--- config.mk ---
export PLATFORM = sky130hd
export DESIGN_NAME = axi_stream_insert_header
export DESIGN_NICKNAME = d
export VERILOG_FILES = /design/src/rtl/axi_stream_insert_header.sv
export SDC_FILE = /design/constraint.sdc
export NUM_CORES = 1
export LEC_CHECK = 0
export BUFFER_PORTS_ARGS = -buffer_cell sky130_fd_sc_hd__buf_2
export CORE_AREA = 3 3 99 101
export CTS_CLUSTER_DIAMETER = 50
export CTS_CLUSTER_SIZE = 10
export DETAILED_ROUTE_END_ITERATION = 7
export DIE_AREA = 0 0 102 104
export PLACE_DENSITY_LB_ADDON = 0.2
export SLEW_MARGIN = 20
export SYNTH_ARGS = -nofsm -noshare
export SYNTH_HDL_FRONTEND = slang
export SYNTH_SLANG_ARGS = --single-unit
export TNS_END_PERCENT = 100
--- constraint.sdc ---
create_clock -name clk -period 4.19 [get_ports clk]
set_input_delay 0.838 -clock clk [delete_from_list [all_inputs] [get_ports clk]]
set_output_delay 0.838 -clock clk [all_outputs]
set_load 0.02 [all_outputs]
--- src/rtl/axi_stream_insert_header.sv ---
// AXI-Stream header inserter: prepends 1..DATA_BYTE_WD header bytes to each packet and repacks into full beats.
// Define AXIS_INSERT_HEADER_ZERO_PAD_EN to force data_out bytes with keep_out=0 to 0x00.
module axi_stream_insert_header #(
    parameter int DATA_WD      = 32,
    parameter int DATA_BYTE_WD = DATA_WD / 8,
    parameter int BYTE_CNT_WD  = $clog2(DATA_BYTE_WD)
) (
    input  logic                    clk,
    input  logic                    rst_n,
    input  logic                    valid_in,
    input  logic [DATA_WD-1:0]      data_in,
    input  logic [DATA_BYTE_WD-1:0] keep_in,
    input  logic                    last_in,
    output logic                    ready_in,
    output logic                    valid_out,
    output logic [DATA_WD-1:0]      data_out,
    output logic [DATA_BYTE_WD-1:0] keep_out,
    output logic                    last_out,
    input  logic                    ready_out,
    input  logic                    valid_insert,
    input  logic [DATA_WD-1:0]      data_insert,
    input  logic [DATA_BYTE_WD-1:0] keep_insert,
    input  logic [BYTE_CNT_WD-1:0]  byte_insert_cnt,
    output logic                    ready_insert
);

    localparam int CNT_W = BYTE_CNT_WD + 1;

    typedef enum logic [1:0] {IDLE, DATA, FLUSH} state_t;

    state_t                  state, state_nxt;
    logic [DATA_WD-1:0]      residual;
    logic [CNT_W-1:0]        r_cnt;
    logic [CNT_W-1:0]        flush_cnt;
    logic                    out_free;
    logic                    hdr_fire;
    logic                    in_fire;
    logic [CNT_W-1:0]        l_cnt;
    logic [CNT_W:0]          sum_cnt;
    logic [CNT_W-1:0]        sum_lo;
    logic                    last_fits;
    logic [DATA_WD-1:0]      beat_data;
    logic [DATA_WD-1:0]      flush_data;
    logic                    load;
    logic [DATA_WD-1:0]      data_pre;
    logic [DATA_BYTE_WD-1:0] keep_pre;
    logic                    last_pre;
    logic [DATA_WD-1:0]      data_nxt;
    logic                    unused_keep_insert;

    function automatic logic [CNT_W-1:0] popcount(input logic [DATA_BYTE_WD-1:0] k);
        logic [CNT_W-1:0] c;
        c = '0;
        for (int i = 0; i < DATA_BYTE_WD; i++) c = c + CNT_W'(k[i]);
        return c;
    endfunction

    // MSB-aligned mask with the top n bits set
    function automatic logic [DATA_BYTE_WD-1:0] keep_mask(input logic [CNT_W-1:0] n);
        logic [DATA_BYTE_WD-1:0] m;
        for (int i = 0; i < DATA_BYTE_WD; i++) m[DATA_BYTE_WD-1-i] = (CNT_W'(i) < n);
        return m;
    endfunction

    // Residual keeps its R valid bytes in the low end; shifting the pair right by R bytes
    // lines them up ahead of the first DATA_BYTE_WD-R bytes of the new beat.
    function automatic logic [DATA_WD-1:0] merge_beat(input logic [DATA_WD-1:0] res,
                                                     input logic [DATA_WD-1:0] din,
                                                     input logic [CNT_W-1:0]   r);
        logic [2*DATA_WD-1:0] cat;
        cat = {res, din} >> {r, 3'b000};
        return cat[DATA_WD-1:0];
    endfunction

`ifdef AXIS_INSERT_HEADER_ZERO_PAD_EN
    function automatic logic [DATA_WD-1:0] zero_pad(input logic [DATA_WD-1:0] d,
                                                   input logic [DATA_BYTE_WD-1:0] k);
        logic [DATA_WD-1:0] r;
        r = d;
        for (int i = 0; i < DATA_BYTE_WD; i++) if (!k[i]) r[i*8 +: 8] = 8'h00;
        return r;
    endfunction
`endif

    assign unused_keep_insert = ^keep_insert;
    assign out_free   = !valid_out || ready_out;
    assign hdr_fire   = valid_insert && ready_insert;
    assign in_fire    = valid_in && ready_in;
    assign l_cnt      = popcount(keep_in);
    assign sum_cnt    = {1'b0, r_cnt} + {1'b0, l_cnt};
    assign sum_lo     = sum_cnt[CNT_W-1:0];
    assign last_fits  = sum_cnt <= (CNT_W+1)'(DATA_BYTE_WD);
    assign beat_data  = merge_beat(residual, data_in, r_cnt);
    assign flush_data = residual << {(CNT_W'(DATA_BYTE_WD) - r_cnt), 3'b000};

    always_ff @(posedge clk) begin
        if (!rst_n) state <= IDLE;
        else        state <= state_nxt;
    end

    always_comb begin
        state_nxt    = state;
        ready_insert = 1'b0;
        ready_in     = 1'b0;
        case (state)
            IDLE: begin
                ready_insert = rst_n;
                if (valid_insert) state_nxt = DATA;
            end
            DATA: begin
                ready_in = rst_n && out_free;
                if (valid_in && out_free && last_in) state_nxt = last_fits ? IDLE : FLUSH;
            end
            FLUSH: begin
                if (out_free) state_nxt = IDLE;
            end
            default: state_nxt = IDLE;
        endcase
    end

    always_comb begin
        load     = 1'b0;
        data_pre = beat_data;
        keep_pre = '1;
        last_pre = 1'b0;
        if (in_fire) begin
            load = 1'b1;
            if (last_in && last_fits) begin
                keep_pre = keep_mask(sum_lo);
                last_pre = 1'b1;
            end
        end else if (state == FLUSH && out_free) begin
            load     = 1'b1;
            data_pre = flush_data;
            keep_pre = keep_mask(flush_cnt);
            last_pre = 1'b1;
        end
    end

`ifdef AXIS_INSERT_HEADER_ZERO_PAD_EN
    assign data_nxt = zero_pad(data_pre, keep_pre);
`else
    assign data_nxt = data_pre;
`endif

    always_ff @(posedge clk) begin
        if (!rst_n) begin
            residual  <= '0;
            r_cnt     <= '0;
            flush_cnt <= '0;
            valid_out <= 1'b0;
            data_out  <= '0;
            keep_out  <= '0;
            last_out  <= 1'b0;
        end else begin
            if (hdr_fire) begin
                residual <= data_insert;
                r_cnt    <= {1'b0, byte_insert_cnt} + CNT_W'(1);
            end else if (in_fire) begin
                residual <= data_in;
            end
            if (in_fire && last_in && !last_fits) flush_cnt <= sum_lo - CNT_W'(DATA_BYTE_WD);
            if (load) begin
                valid_out <= 1'b1;
                data_out  <= data_nxt;
                keep_out  <= keep_pre;
                last_out  <= last_pre;
            end else if (ready_out) begin
                valid_out <= 1'b0;
            end
        end
    end

endmodule

After elaboration in Yosys (flattened, before gate mapping)
Index checks and enable logic that the tools add are counted.
Word-level totals
  register bits after elaboration: 78
  input port bits: 80
  output and inout port bits: 40
  logic and storage cells: 67
Operators by class
  add/subtract/negate cells: 7
  $lt $le $gt $ge: 9
  equal/unequal tests: 5
  shifts and indexed selects: 2
  multiplexer cells: 20
  reduce and logical (&&, ||, !) cells: 16
Operators with widths (count)
  $mux W32: 4
  $shr A64 B6 Y32: 1
  $shl A32 B6 Y32: 1
  $lt A1 B3 Y1 const A: 4
  $lt A2 B3 Y1 const A: 4
  $mux W4: 3
  $logic_and A1 B1 Y1: 9
  $mux W1: 8
  $mux W2: 4
  $ne A2 B2 Y1 const B: 3
  $pmux W2 S3: 1
  $add A3 B3 Y4: 1
  $le A4 B3 Y1 const B: 1
  $reduce_bool A2 Y1: 2
  $add A2 B1 Y3: 1
  $add A2 B1 Y3 const B: 1
  $add A3 B1 Y3: 1
  $reduce_and A3 Y1: 1
  $sub A3 B3 Y3 const A: 1
  $sub A3 B3 Y3 const B: 1
  $add A1 B1 Y2: 1
  $eq A2 B1 Y1 const B: 1
  $eq A2 B2 Y1 const B: 1
  $logic_not A1 Y1: 2
  2 further kinds: 2

Longest topological paths before layout
Gate-level depths: netlist of the first run.
  word-level depth: 8
  gate-level depth with buffers: 12
  mapped depth without buffers: 8

Worst setup path after synthesis of the first run
Ideal clock, no wire load.
  path kind: input -> register
  start point: input port keep_in[0]
  end point: register flush_cnt[2]
  setup time: 81 ps
  data arrival time: 2921 ps
  required time: 4109 ps
  slack: 1188 ps
  cell stages on the path: 8
  buffers on the path: 0
  cell sequence: fa_1 -> fa_1 -> inv_1 -> fa_1 -> inv_1 -> o22ai_1 -> a211o_1 -> a211oi_2
On the way
  longest elaborated chain between the ends: 7
  elaborated cells between the ends (all ways): 8
  those cells by class: add/sub (5); order compare (1); reduce/logical (2)
Ends and longest elaborated chain
  start: declaration: RTL line 12  | input logic [DATA_BYTE_WD-1:0] keep_in,
  $add A1 B1 Y2 (*): RTL line 54  | for (int i = 0; i < DATA_BYTE_WD; i++) c = c + CNT_W'(k[i]);
  $add A2 B1 Y3 (*): RTL line 54
  $add A3 B1 Y3 (*): RTL line 54
  $add A3 B3 Y4 (*): RTL line 90  | assign sum_cnt = {1'b0, r_cnt} + {1'b0, l_cnt};
  $le A4 B3 Y1: RTL line 92  | assign last_fits = sum_cnt <= (CNT_W+1)'(DATA_BYTE_WD);
  $logic_not A1 Y1: RTL line 162  | if (in_fire && last_in && !last_fits) flush_cnt <= sum_lo - CNT_W'(DATA_BYTE_WD);
  $logic_and A1 B1 Y1: RTL line 162
  end signal: assignment: RTL line 162
  end: declaration: RTL line 34  | logic [CNT_W-1:0] flush_cnt;
Mark *: on every way between the ends. The rest lies on a longest branch, timed or not.
A chain may end at the register's enable or synchronous reset.

Worst setup path after layout of the first run
Same ends and word-level chain as after synthesis.

==> Implementation_results.wiki, run 1 <==
{| class="wikitable"
! Metric !! Value
|-
| Area of the multi-input gates || 3280 um2
|-
| Global-route congestion overflow total || 0
|-
| Class of the most critical hold timing path || flop to flop
|-
| Sequential element share of the synthesized area || about 30%
|-
| Hold buffers post-CTS || 0
|-
| First-pass GRT wire length || 25.6 mm
|-
| Result of the run || complete, no violations
|-
| Fraction of registers with async set or reset after synthesis || 0%
|-
| Achievable Freq || 342 MHz
|-
| Final standard cell area without fillers || roughly 5900 um2
|-
| Vias after detailed routing || 5,272
|-
| Clk sinks || 78
|-
| Max-cap violations || 0
|-
| Post-synth cell types || 58
|-
| DIE HEIGHT || 104 um
|-
| Peak fanout along the critical path || 4
|-
| Most area-consuming cells after synthesis || sky130_fd_sc_hd__dfxtp_1 (30%), sky130_fd_sc_hd__mux2i_1 (12%), sky130_fd_sc_hd__nand2_1 (5.6%)
|-
| Net count of the mapped netlist || 710
|-
| Commonest register cell after synthesis || sky130_fd_sc_hd__dfxtp_1
|-
| Leakage power total || around 2.2 nW
|-
| Number of levels in the clock H-tree || 3
|-
| Worst-Margin Slew || 1.11 ns
|-
| Net total in the final layout || around 790
|-
| Register Area || 1570 um2
|-
| Critical path launch point type || input port
|-
| Vias per cell || 6.44
|-
| Root buffer cell || sky130_fd_sc_hd__clkbuf_8
|-
| Required arrival time at the worst endpoint || 4.46 ns
|-
| Detailed placer's ending HPWL || between 10 and 15 mm
|-
| Overall Power || 2.04 mW
|-
| Setup Fix Bufs, Post-CTS || 0
|-
| RSZ-0062 raised after global routing || no
|-
| Clock slew at reported path FFs || 0.08 ns
|-
| Count of flip-flops with a built-in enable after synthesis || 0
|-
| GPL Wtd Cong || approximately 0.96
|-
| Number of nets with antenna violations after detailed routing || 0
|-
| Register bit count reported by yosys || 78
|-
| Final wirelength || ~16 mm
|-
| CTS Buf Count || 9
|-
| Cell type with the largest total area after synthesis || sky130_fd_sc_hd__dfxtp_1
|-
| Critical path data arrival time || 3.20 ns
|-
| Critical Path End Type || flop
|-
| Final critical path time including I/O delays and setup || roughly 2.9 ns
|-
| Worst supply voltage drop on vdd || 0.230 mV
|-
| Number of I/O port buffers || between 100 and 150
|-
| First-pass DRT Iterations || 5
|-
| Initial Util || 57.3%
|-
| Insertion delay of the later-clocked pin in the worst-skew pair || 0.35 ns
|-
| Number of design-rule violations left by the first detailed-router iteration || between 500 and 600
|-
| Routed length per instance || 19.8 um
|-
| Post-synthesis area per instance || 8.37 um2
|-
| Layout cells sized above 1 || 24.7%
|-
| # resized after CTS || 0
|-
| CTS tree || built
|-
| Mapped cell area || 5220 um2
|-
| Die outline width || between 100 and 150 um
|-
| Die area || 10,600 um2
|-
| Number of global-route vias before repair || 4,714
|-
| Setup TNS || 0 ns
|-
| Count of fill cells added during filler insertion || 813
|-
| Final setup vio count || 0
|-
| Final Cycle Share || 69.9%
|-
| Max Root-Sink Buffers || 2
|-
| Synth top area share || between 20% and 30%
|-
| Crit path setup slack, layout || around 1.3 ns
|-
| Flop-to-flop setup slack || 1.36 ns
|-
| Worst max-slew margin expressed relative to the limit || between 20% and 30%
|-
| Core area || between 9000 and 10,000 um2
|-
| Antenna Cells || 0
|-
| Total global-route track usage || 30.1%
|-
| Cell count after synthesis || 624
|-
| Post-placement cell area || 5680 um2
|-
| Final number of max-transition violations || 0
|-
| Initial antenna violation count || 0
|-
| DRC viols || 0
|-
| Post-Place Worst Slack || 0.927 ns
|-
| Type of the worst setup path || input port to flop
|-
| Clock skew || 0.0120 ns
|-
| Power per cell area || 344 nW/um2
|-
| Area growth from synthesis to final layout || 13.4%
|-
| Row cnt || 35
|-
| I/O pin total || 120
|-
| Maximum number of pins on one net before global-route repair || 79
|-
| Count of yosys warnings during synthesis || 0
|-
| Hold violation total from the final report || 0
|}
[final timing paths]
check,start,to,depth (start not counted)
worst max-delay path,keep_in[0],flush_cnt[2],9
worst min-delay path,last_out,last_out,2
worst max register to register,r_cnt[1],data_out[4],7
worst min register to register,last_out,last_out,2
[metrics by stage]
| stage | instances | util, % | hold WS [ns] |
|---|---|---|---|
| finish | 819 | 65.1 | 0.475 |
| global route | 819 | 65.1 | 0.506 |
| CTS | 819 | 65.1 | 0.474 |
| detailed placement | 803 | 62.3 | 0.462 |
| global placement | 803 | 62.3 | 0.452 |
| floorplan | 624 | - | 0.452 |
[synthesized netlist by cell type, drive strengths merged, types with 9 or more instances]
| master | n |
|---|---|
| o22ai | 15 |
| a22oi | 18 |
| nand3 | 28 |
| clkbuf | 18 |
| o211ai | 25 |
| nand2 | 78 |
| inv | 11 |
| nor2 | 40 |
| dfxtp | 78 |
| a31oi | 35 |
| o21ai | 49 |
| mux2 | 9 |
| a21oi | 25 |
| buf | 39 |
| mux2i | 63 |
[sequential cells by signal (all words and copies together) (netlist names)]
signal,count
last_out,1
state,2
r_cnt,3
valid_out,1
flush_cnt,3
residual,32
data_out,32
keep_out,4
[report_power, final]
part,leakage (nW),internal (mW),switching (mW)
logic,1.46,0.203,0.287
registers,0.638,0.789,0.0640
clock network,0.120,0.414,0.280
total,2.22,1.41,0.631
[layout make-up]
class                      count  area share, %
clock buffer                  11           2.39
clock inverter                 5           1.79
inverter                      12          0.760
multi-input combinational    477           55.3
sequential                    78           26.4
tap                          111           2.34
timing repair buffer         125           11.0
[placed cells by master, fill, tap and decap left out, types with 2 or more instances in the layout]
cell type and n:
sky130_fd_sc_hd__a31oi_1 35, sky130_fd_sc_hd__a21oi_1 25, sky130_fd_sc_hd__nor2_2 2, sky130_fd_sc_hd__a32o_1 7, sky130_fd_sc_hd__bufinv_16 3, sky130_fd_sc_hd__and2_1 3
sky130_fd_sc_hd__nor2b_1 3, sky130_fd_sc_hd__fa_1 3, sky130_fd_sc_hd__nand2_1 78, sky130_fd_sc_hd__a211oi_2 2, sky130_fd_sc_hd__buf_4 10, sky130_fd_sc_hd__o22ai_1 15
sky130_fd_sc_hd__clkbuf_8 10, sky130_fd_sc_hd__ha_1 3, sky130_fd_sc_hd__o221ai_1 7, sky130_fd_sc_hd__nor3_1 2, sky130_fd_sc_hd__a22o_1 7, sky130_fd_sc_hd__mux2_2 9
sky130_fd_sc_hd__buf_2 115, sky130_fd_sc_hd__nand4_1 2, sky130_fd_sc_hd__o21ai_0 47, sky130_fd_sc_hd__nand3b_1 6, sky130_fd_sc_hd__o211ai_1 25, sky130_fd_sc_hd__nor2_1 38
sky130_fd_sc_hd__or2_2 5, sky130_fd_sc_hd__nand3_1 28, sky130_fd_sc_hd__mux2i_1 63, sky130_fd_sc_hd__a21o_1 2, sky130_fd_sc_hd__a211oi_1 2, sky130_fd_sc_hd__inv_1 11
sky130_fd_sc_hd__a22oi_1 18, sky130_fd_sc_hd__nand2b_1 7, sky130_fd_sc_hd__a311o_1 4, sky130_fd_sc_hd__dfxtp_1 77, sky130_fd_sc_hd__mux4_2 8
[worst max-delay path: stages]
cell and delay, ns:
sky130_fd_sc_hd__buf_2 0.11, sky130_fd_sc_hd__fa_1 0.49, sky130_fd_sc_hd__fa_1 0.39, sky130_fd_sc_hd__inv_1 0.08, sky130_fd_sc_hd__fa_1 0.43, sky130_fd_sc_hd__inv_1 0.13, sky130_fd_sc_hd__o22ai_1 0.12, sky130_fd_sc_hd__a211o_1 0.37
sky130_fd_sc_hd__a211oi_2 0.23
[per-layer routing]
layer,global-route usage [%],share of wire [%],vias to the layer above
li1,-,-,2491
met1,48.9,46,2466
met2,40.7,42,292
met3,5.43,11,23
met4,6.94,1.4,0
met5,0,0,-
[cell families after synthesis]
| family | after synthesis | synth area share (%) |
|---|---|---|
| and+or+nand+nor | 183 | 16.6 |
| xor gates and xnor gates | 2 | 0.335 |
| muxes | 80 | 17.5 |
| buffers and inverters | 69 | 7.38 |
| adders and majority gates | 6 | 1.87 |
| AOI/OAI and AO/OA | 206 | 26.4 |
| DFF | 78 | 29.9 |
(Power assumes the default switching activity.)
==> run 2, diff against run 1 <==
Settings changed: CORE_AREA 3 3 99 101 to 3 3 102 104, DIE_AREA 0 0 102 104 to 0 0 105 107.
Clock period 4.19 ns to 2.8 ns, I/O delays scaled along.
==> run 2 against run 1 <==
Hold slack worse by 0.011 ns. Utilization down 2.6 points. Global-route usage down 2.0 points. Sequential cell count unchanged. First-iteration DRC count down 29%.
==> Implementation_results.wiki, run 2 (synthesis gave the netlist of run 1 again) <==
{| class="wikitable"
! Metric !! Value
|-
| Maximum number of pins on one net before global-route repair || 79
|-
| Peak fanout along the critical path || 4
|-
| Initial Util || 54.2%
|-
| # resized after CTS || 0
|-
| Power per cell area || 489 nW/um2
|-
| Critical path launch point type || input port
|-
| Final Cycle Share || 91.7%
|-
| Result of the run || complete, no violations
|-
| I/O pin total || 120
|-
| Layout Cells excl Fill || 850
|-
| Root buffer cell || sky130_fd_sc_hd__clkbuf_8
|-
| Number of levels in the clock H-tree || 3
|-
| GPL Wtd Cong || 0.912
|-
| Setup Fix Bufs, Post-CTS || 0
|-
| Row cnt || 36
|-
| Worst max-slew margin expressed relative to the limit || 55.8%
|-
| Vias after detailed routing || approximately 5,300
|-
| Final setup vio count || 0
|-
| Setup TNS || 0 ns
|-
| Vias per cell || 6.19
|-
| Number of I/O port buffers || around 120
|-
| Core area || 9640 um2
|-
| DIE HEIGHT || 107 um
|-
| Max Root-Sink Buffers || 2
|-
| CTS tree || built
|-
| Final number of max-transition violations || 0
|-
| Required arrival time at the worst endpoint || about 3.1 ns
|-
| Hold buffers post-CTS || 0
|-
| Clock skew || around 0.0097 ns
|-
| Clock slew at reported path FFs || 0.08 ns
|-
| Number of design-rule violations left by the first detailed-router iteration || 421
|-
| Hold violation total from the final report || 0
|-
| First-pass GRT wire length || 25.7 mm
|-
| Critical Path End Type || flop
|-
| Area growth from synthesis to final layout || 15.2%
|-
| Type of the worst setup path || input port to flop
|-
| Class of the most critical hold timing path || input port to flop
|-
| Achievable Freq || between 300 and 400 MHz
|-
| Final wirelength || 16.0 mm
|-
| Commonest non-fill, non-tap cell in the layout || sky130_fd_sc_hd__buf_2
|-
| Global-route congestion overflow total || 0
|-
| Placed Cells || ~830
|-
| Max-cap violations || 0
|-
| Worst-Margin Slew || 0.661 ns
|-
| Number of nets with antenna violations after detailed routing || 0
|-
| Regs by FF count || data_out: 32 flops, residual: 32 flops, keep_out: 4 flops
|-
| Layout cells sized above 1 || around a quarter
|-
| Total global-route track usage || 28.1%
|-
| CTS Buf Count || 9
|-
| Die outline width || 105 um
|-
| Net total in the final layout || 798
|-
| Post-placement cell area || 5800 um2
|-
| Critical path data arrival time || 2.84 ns
|-
| Initial antenna violation count || 0
|-
| Final critical path time including I/O delays and setup || around 2.6 ns
|-
| Detailed placer's ending HPWL || ~12 mm
|-
| Crit path setup slack, layout || 0.233 ns
|-
| Insertion delay of the later-clocked pin in the worst-skew pair || 0.35 ns
|-
| DRC viols || 0
|-
| Post-Place Worst Slack || -0.118 ns
|-
| Antenna Cells || 0
|-
| Overall Power || around 3 mW
|-
| First-pass DRT Iterations || 5
|-
| Routed length per instance || 18.9 um
|-
| Number of global-route vias before repair || 4,865
|-
| Die area || 11,200 um2
|-
| Worst supply voltage drop on vdd || 0.290 mV
|-
| RSZ-0062 raised after global routing || no
|-
| Leakage power total || around 2.3 nW
|-
| Commonest cells after routing, fill and taps aside || sky130_fd_sc_hd__buf_2 (115), sky130_fd_sc_hd__nand2_1 (78), sky130_fd_sc_hd__dfxtp_1 (77)
|-
| Clk sinks || a little under 80
|-
| Final standard cell area without fillers || approximately 6000 um2
|}
==> run 2: cell count changes in the layout (fill, tap and decap cells not counted), moves of 2 or more <==
| cell | before | now |
|---|---|---|
| sky130_fd_sc_hd__bufinv_16 | 3 | 1 |
| sky130_fd_sc_hd__clkinv_2 | 0 | 2 |
| sky130_fd_sc_hd__buf_12 | 0 | 2 |
| sky130_fd_sc_hd__clkbuf_8 | 10 | 13 |
| sky130_fd_sc_hd__buf_4 | 10 | 17 |
==> run 2: metrics by stage <==
step	hold WS, ns	util [%]
5_1_grt	0.487	62.4
3_3_place_gp	0.463	60.2
2_1_floorplan	0.452	-
6_report	0.463	62.4
3_5_place_dp	0.461	60.2
4_1_cts	0.459	62.4
==> run 2: worst paths after layout <==
kind	startpoint	to	slack (ns)	depth (start not counted)
worst max-delay path	keep_in[0]	flush_cnt[2]	0.23	9
worst min-delay path	valid_insert	state[0]	0.46	3
worst max register to register	r_cnt[0]	flush_cnt[2]	0.64	7
worst min register to register	keep_out[1]	keep_out[1]	0.48	2
==> run 2: power by group <==
part           internal [mW]  total (mW)  switching (mW)
clock network          0.507       0.918           0.412
logic                  0.320       0.752           0.432
registers               1.18        1.28          0.0945
total                   2.01        2.95           0.938
==> run 2: area by class of cell <==
class / instances / area [um2]
Tap cell: 133 / 166
Fill cell: 923 / 3620
Clock buffer: 13 / 179
Timing Repair Buffer: 134 / 743
Sequential cell: 78 / 1570
Clock inverter: 3 / 40.0
Inverter: 12 / 45.0
Multi-Input combinational cell: 477 / 3280
==> run 2: critical path, stage by stage <==
cell and delay [ns]:
sky130_fd_sc_hd__buf_2 0.11, sky130_fd_sc_hd__fa_1 0.48, sky130_fd_sc_hd__fa_1 0.40, sky130_fd_sc_hd__inv_1 0.08, sky130_fd_sc_hd__fa_1 0.43, sky130_fd_sc_hd__inv_1 0.10, sky130_fd_sc_hd__o22ai_1 0.10, sky130_fd_sc_hd__a211o_1 0.35
sky130_fd_sc_hd__a211oi_2 0.22
==> run 2: layer usage <==
layer  GRT usage, %  share of wire [%]
met5              0                  0
met4           7.50                1.0
met3           4.94                9.0
met2           39.9                 42
met1           43.5                 48
==> run 3, diff against run 2 <==
Clock period 2.8 ns to 2.4 ns, I/O delays scaled along.
==> run 3 against run 2 <==
The run now ends with setup timing left. Via count is 1.2% higher. Sequential share of layout area decreased by 0.44 points. Critical path depth unchanged. Count of clock-buffer cells in the layout shrank 2. Highest routed layer unchanged. Clock skew rose by 0.0033 ns. Largest cell class unchanged.
==> Implementation_results.wiki, run 3 (synthesis gave the netlist of run 1 again) <==
{| class="wikitable"
! Metric !! Value
|-
| Cell Int Power || 2.41 mW
|-
| Worst-Margin Slew || 0.679 ns
|-
| CTS tree || built
|-
| Number of levels in the clock H-tree || 3
|-
| Area growth from synthesis to final layout || 17.2%
|-
| Comb power frac || 27.0%
|-
| Count of fill cells added during filler insertion || 896
|-
| Achievable Freq || 408 MHz
|-
| I/O pin total || between 100 and 150
|-
| Insertion delay of the later-clocked pin in the worst-skew pair || between 0.3 and 0.4 ns
|-
| Critical path launch point type || input port
|-
| Number of design-rule violations left by the first detailed-router iteration || between 400 and 500
|-
| Power dissipated by switching net loads || 1.12 mW
|-
| Violated checks || setup timing
|-
| Row cnt || 36
|-
| Clk sinks || 78
|-
| Crit path setup slack, layout || -0.0497 ns
|-
| Final critical path time including I/O delays and setup || between 2 and 2.5 ns
|-
| Final wirelength || about 16 mm
|-
| Final number of max-transition violations || 0
|-
| Worst supply voltage drop on vdd || 0.294 mV
|-
| Max Root-Sink Buffers || 2
|-
| Fraction of power spent switching nets || 31.7%
|-
| Global-route congestion overflow total || 0
|-
| Setup TNS || -0.0869 ns
|-
| Register Area || 1570 um2
|-
| Final setup vio count || 4
|-
| First-pass DRT Iterations || 5
|-
| Routed length per instance || 19.2 um
|-
| Detailed placer's ending HPWL || 12.1 mm
|-
| RSZ-0062 raised after global routing || yes
|-
| Fraction of power consumed by the clock network || a little under a third
|-
| Number of I/O port buffers || approximately 120
|-
| Critical path data arrival time || 2.73 ns
|-
| Peak fanout along the critical path || 4
|-
| Class of the most critical hold timing path || input port to flop
|-
| Hold buffers post-CTS || 0
|-
| Commonest non-fill, non-tap cell in the layout || sky130_fd_sc_hd__buf_2
|-
| Required arrival time at the worst endpoint || about 2.7 ns
|-
| Commonest cells after routing, fill and taps aside || sky130_fd_sc_hd__buf_2 (113), sky130_fd_sc_hd__nand2_1 (78), sky130_fd_sc_hd__dfxtp_1 (77)
|-
| GPL Wtd Cong || 0.897
|-
| Die area || 11,200 um2
|-
| Vias after detailed routing || 5,327
|-
| Die outline width || 105 um
|-
| DRC viols || 0
|-
| Maximum number of pins on one net before global-route repair || 70
|-
| Overall Power || between 3 and 4 mW
|-
| Number of global-route vias before repair || 4,944
|-
| Post-Place Worst Slack || -0.426 ns
|-
| Hold violation total from the final report || 0
|-
| First-pass GRT wire length || 25.9 mm
|-
| Vias per cell || 6.22
|-
| Final Cycle Share || 102%
|-
| Root buffer cell || sky130_fd_sc_hd__clkbuf_8
|-
| Initial Util || 54.2%
|-
| Area of the multi-input gates || approximately 3300 um2
|-
| Net total in the final layout || 806
|-
| Critical Path End Type || flop
|-
| Clock slew at reported path FFs || 0.08 ns
|-
| Result of the run || complete, but fails checks
|-
| Max-cap violations || 0
|-
| Core area || 9640 um2
|-
| Layout cells sized above 1 || about 27%
|-
| CTS Buf Count || 9
|-
| Flop-to-flop setup slack || 0.24 ns
|-
| Leakage power total || between 2 and 2.5 nW
|-
| Type of the worst setup path || input port to flop
|-
| Power per cell area || approximately 580 nW/um2
|-
| Total global-route track usage || 28.4%
|-
| Worst max-slew margin expressed relative to the limit || 54.5%
|-
| Antenna Cells || 0
|-
| Clock skew || 0.0130 ns
|-
| Number of nets with antenna violations after detailed routing || 0
|-
| Regs by FF count || data_out: 32 flops, residual: 32 flops, keep_out: 4 flops
|-
| Initial antenna violation count || 0
|-
| Sequential share of power || a little over two fifths
|-
| DIE HEIGHT || around 110 um
|}
[run 3: power by group through the flow]
| stage | Clock, mW | Combinational [mW] | Sequential (mW) |
|---|---|---|---|
| 2_1_floorplan | 0 | 0.590 | 1.52 |
| 6_report | 1.08 | 0.952 | 1.49 |
| 4_1_cts | 1.10 | 0.906 | 1.48 |
| 3_5_place_dp | 0 | 0.885 | 1.51 |
| 5_1_grt | 1.14 | 1.03 | 1.50 |
| 3_3_place_gp | 0 | 0.863 | 1.51 |
[run 3: final cells by class]
cell class,count,share of cell area [%]
inverter,12,0.736
tap,133,2.72
multi-input combinational,477,54.0
clock inverter,4,1.19
clock buffer,11,2.31
sequential,78,25.6
timing repair buffer,142,13.5
[run 3: layer usage]
layer / track usage [%] / wire length [um]
met1: 43.0 / 7750
met2: 40.6 / 6730
met3: 6.50 / 1760
met4: 7.12 / 244
met5: 0 / 0
[run 3: metrics by stage]
stage / hold WS [ns] / util, % / std cells / instance area, um2
4_1_cts: 0.386 / 63.1 / 854 / 6080
3_3_place_gp: 0.464 / 60.6 / 837 / 5840
2_1_floorplan: 0.452 / - / 624 / 5230
3_5_place_dp: 0.477 / 60.6 / 837 / 5840
5_1_grt: 0.404 / 63.5 / 857 / 6120
6_report: 0.392 / 63.5 / 857 / 6120
[run 3: worst paths after layout]
kind / startpoint / endpoint / cells after the start
setup / recovery: keep_in[1] / flush_cnt[2] / 9
hold / removal: data_in[4] / residual[4] / 3
setup reg to reg: r_cnt[0] / data_out[23] / 6
hold reg to reg: last_out / last_out / 2
[run 3: timing repair]
action | in CTS | in global routing
pin swaps | 6 | 7
setup buffers | 2 | 3
endpoints found under the setup margin | 3 | 5
gates cloned | 0 | 0
resized for setup | 2 | 6
[run 3: critical path: stages]
cell and delay [ns]:
sky130_fd_sc_hd__buf_6 0.10, sky130_fd_sc_hd__fa_1 0.50, sky130_fd_sc_hd__fa_2 0.36, sky130_fd_sc_hd__inv_2 0.06, sky130_fd_sc_hd__fa_2 0.45, sky130_fd_sc_hd__inv_2 0.10
sky130_fd_sc_hd__o22ai_4 0.07, sky130_fd_sc_hd__a211o_1 0.38, sky130_fd_sc_hd__a211oi_2 0.23
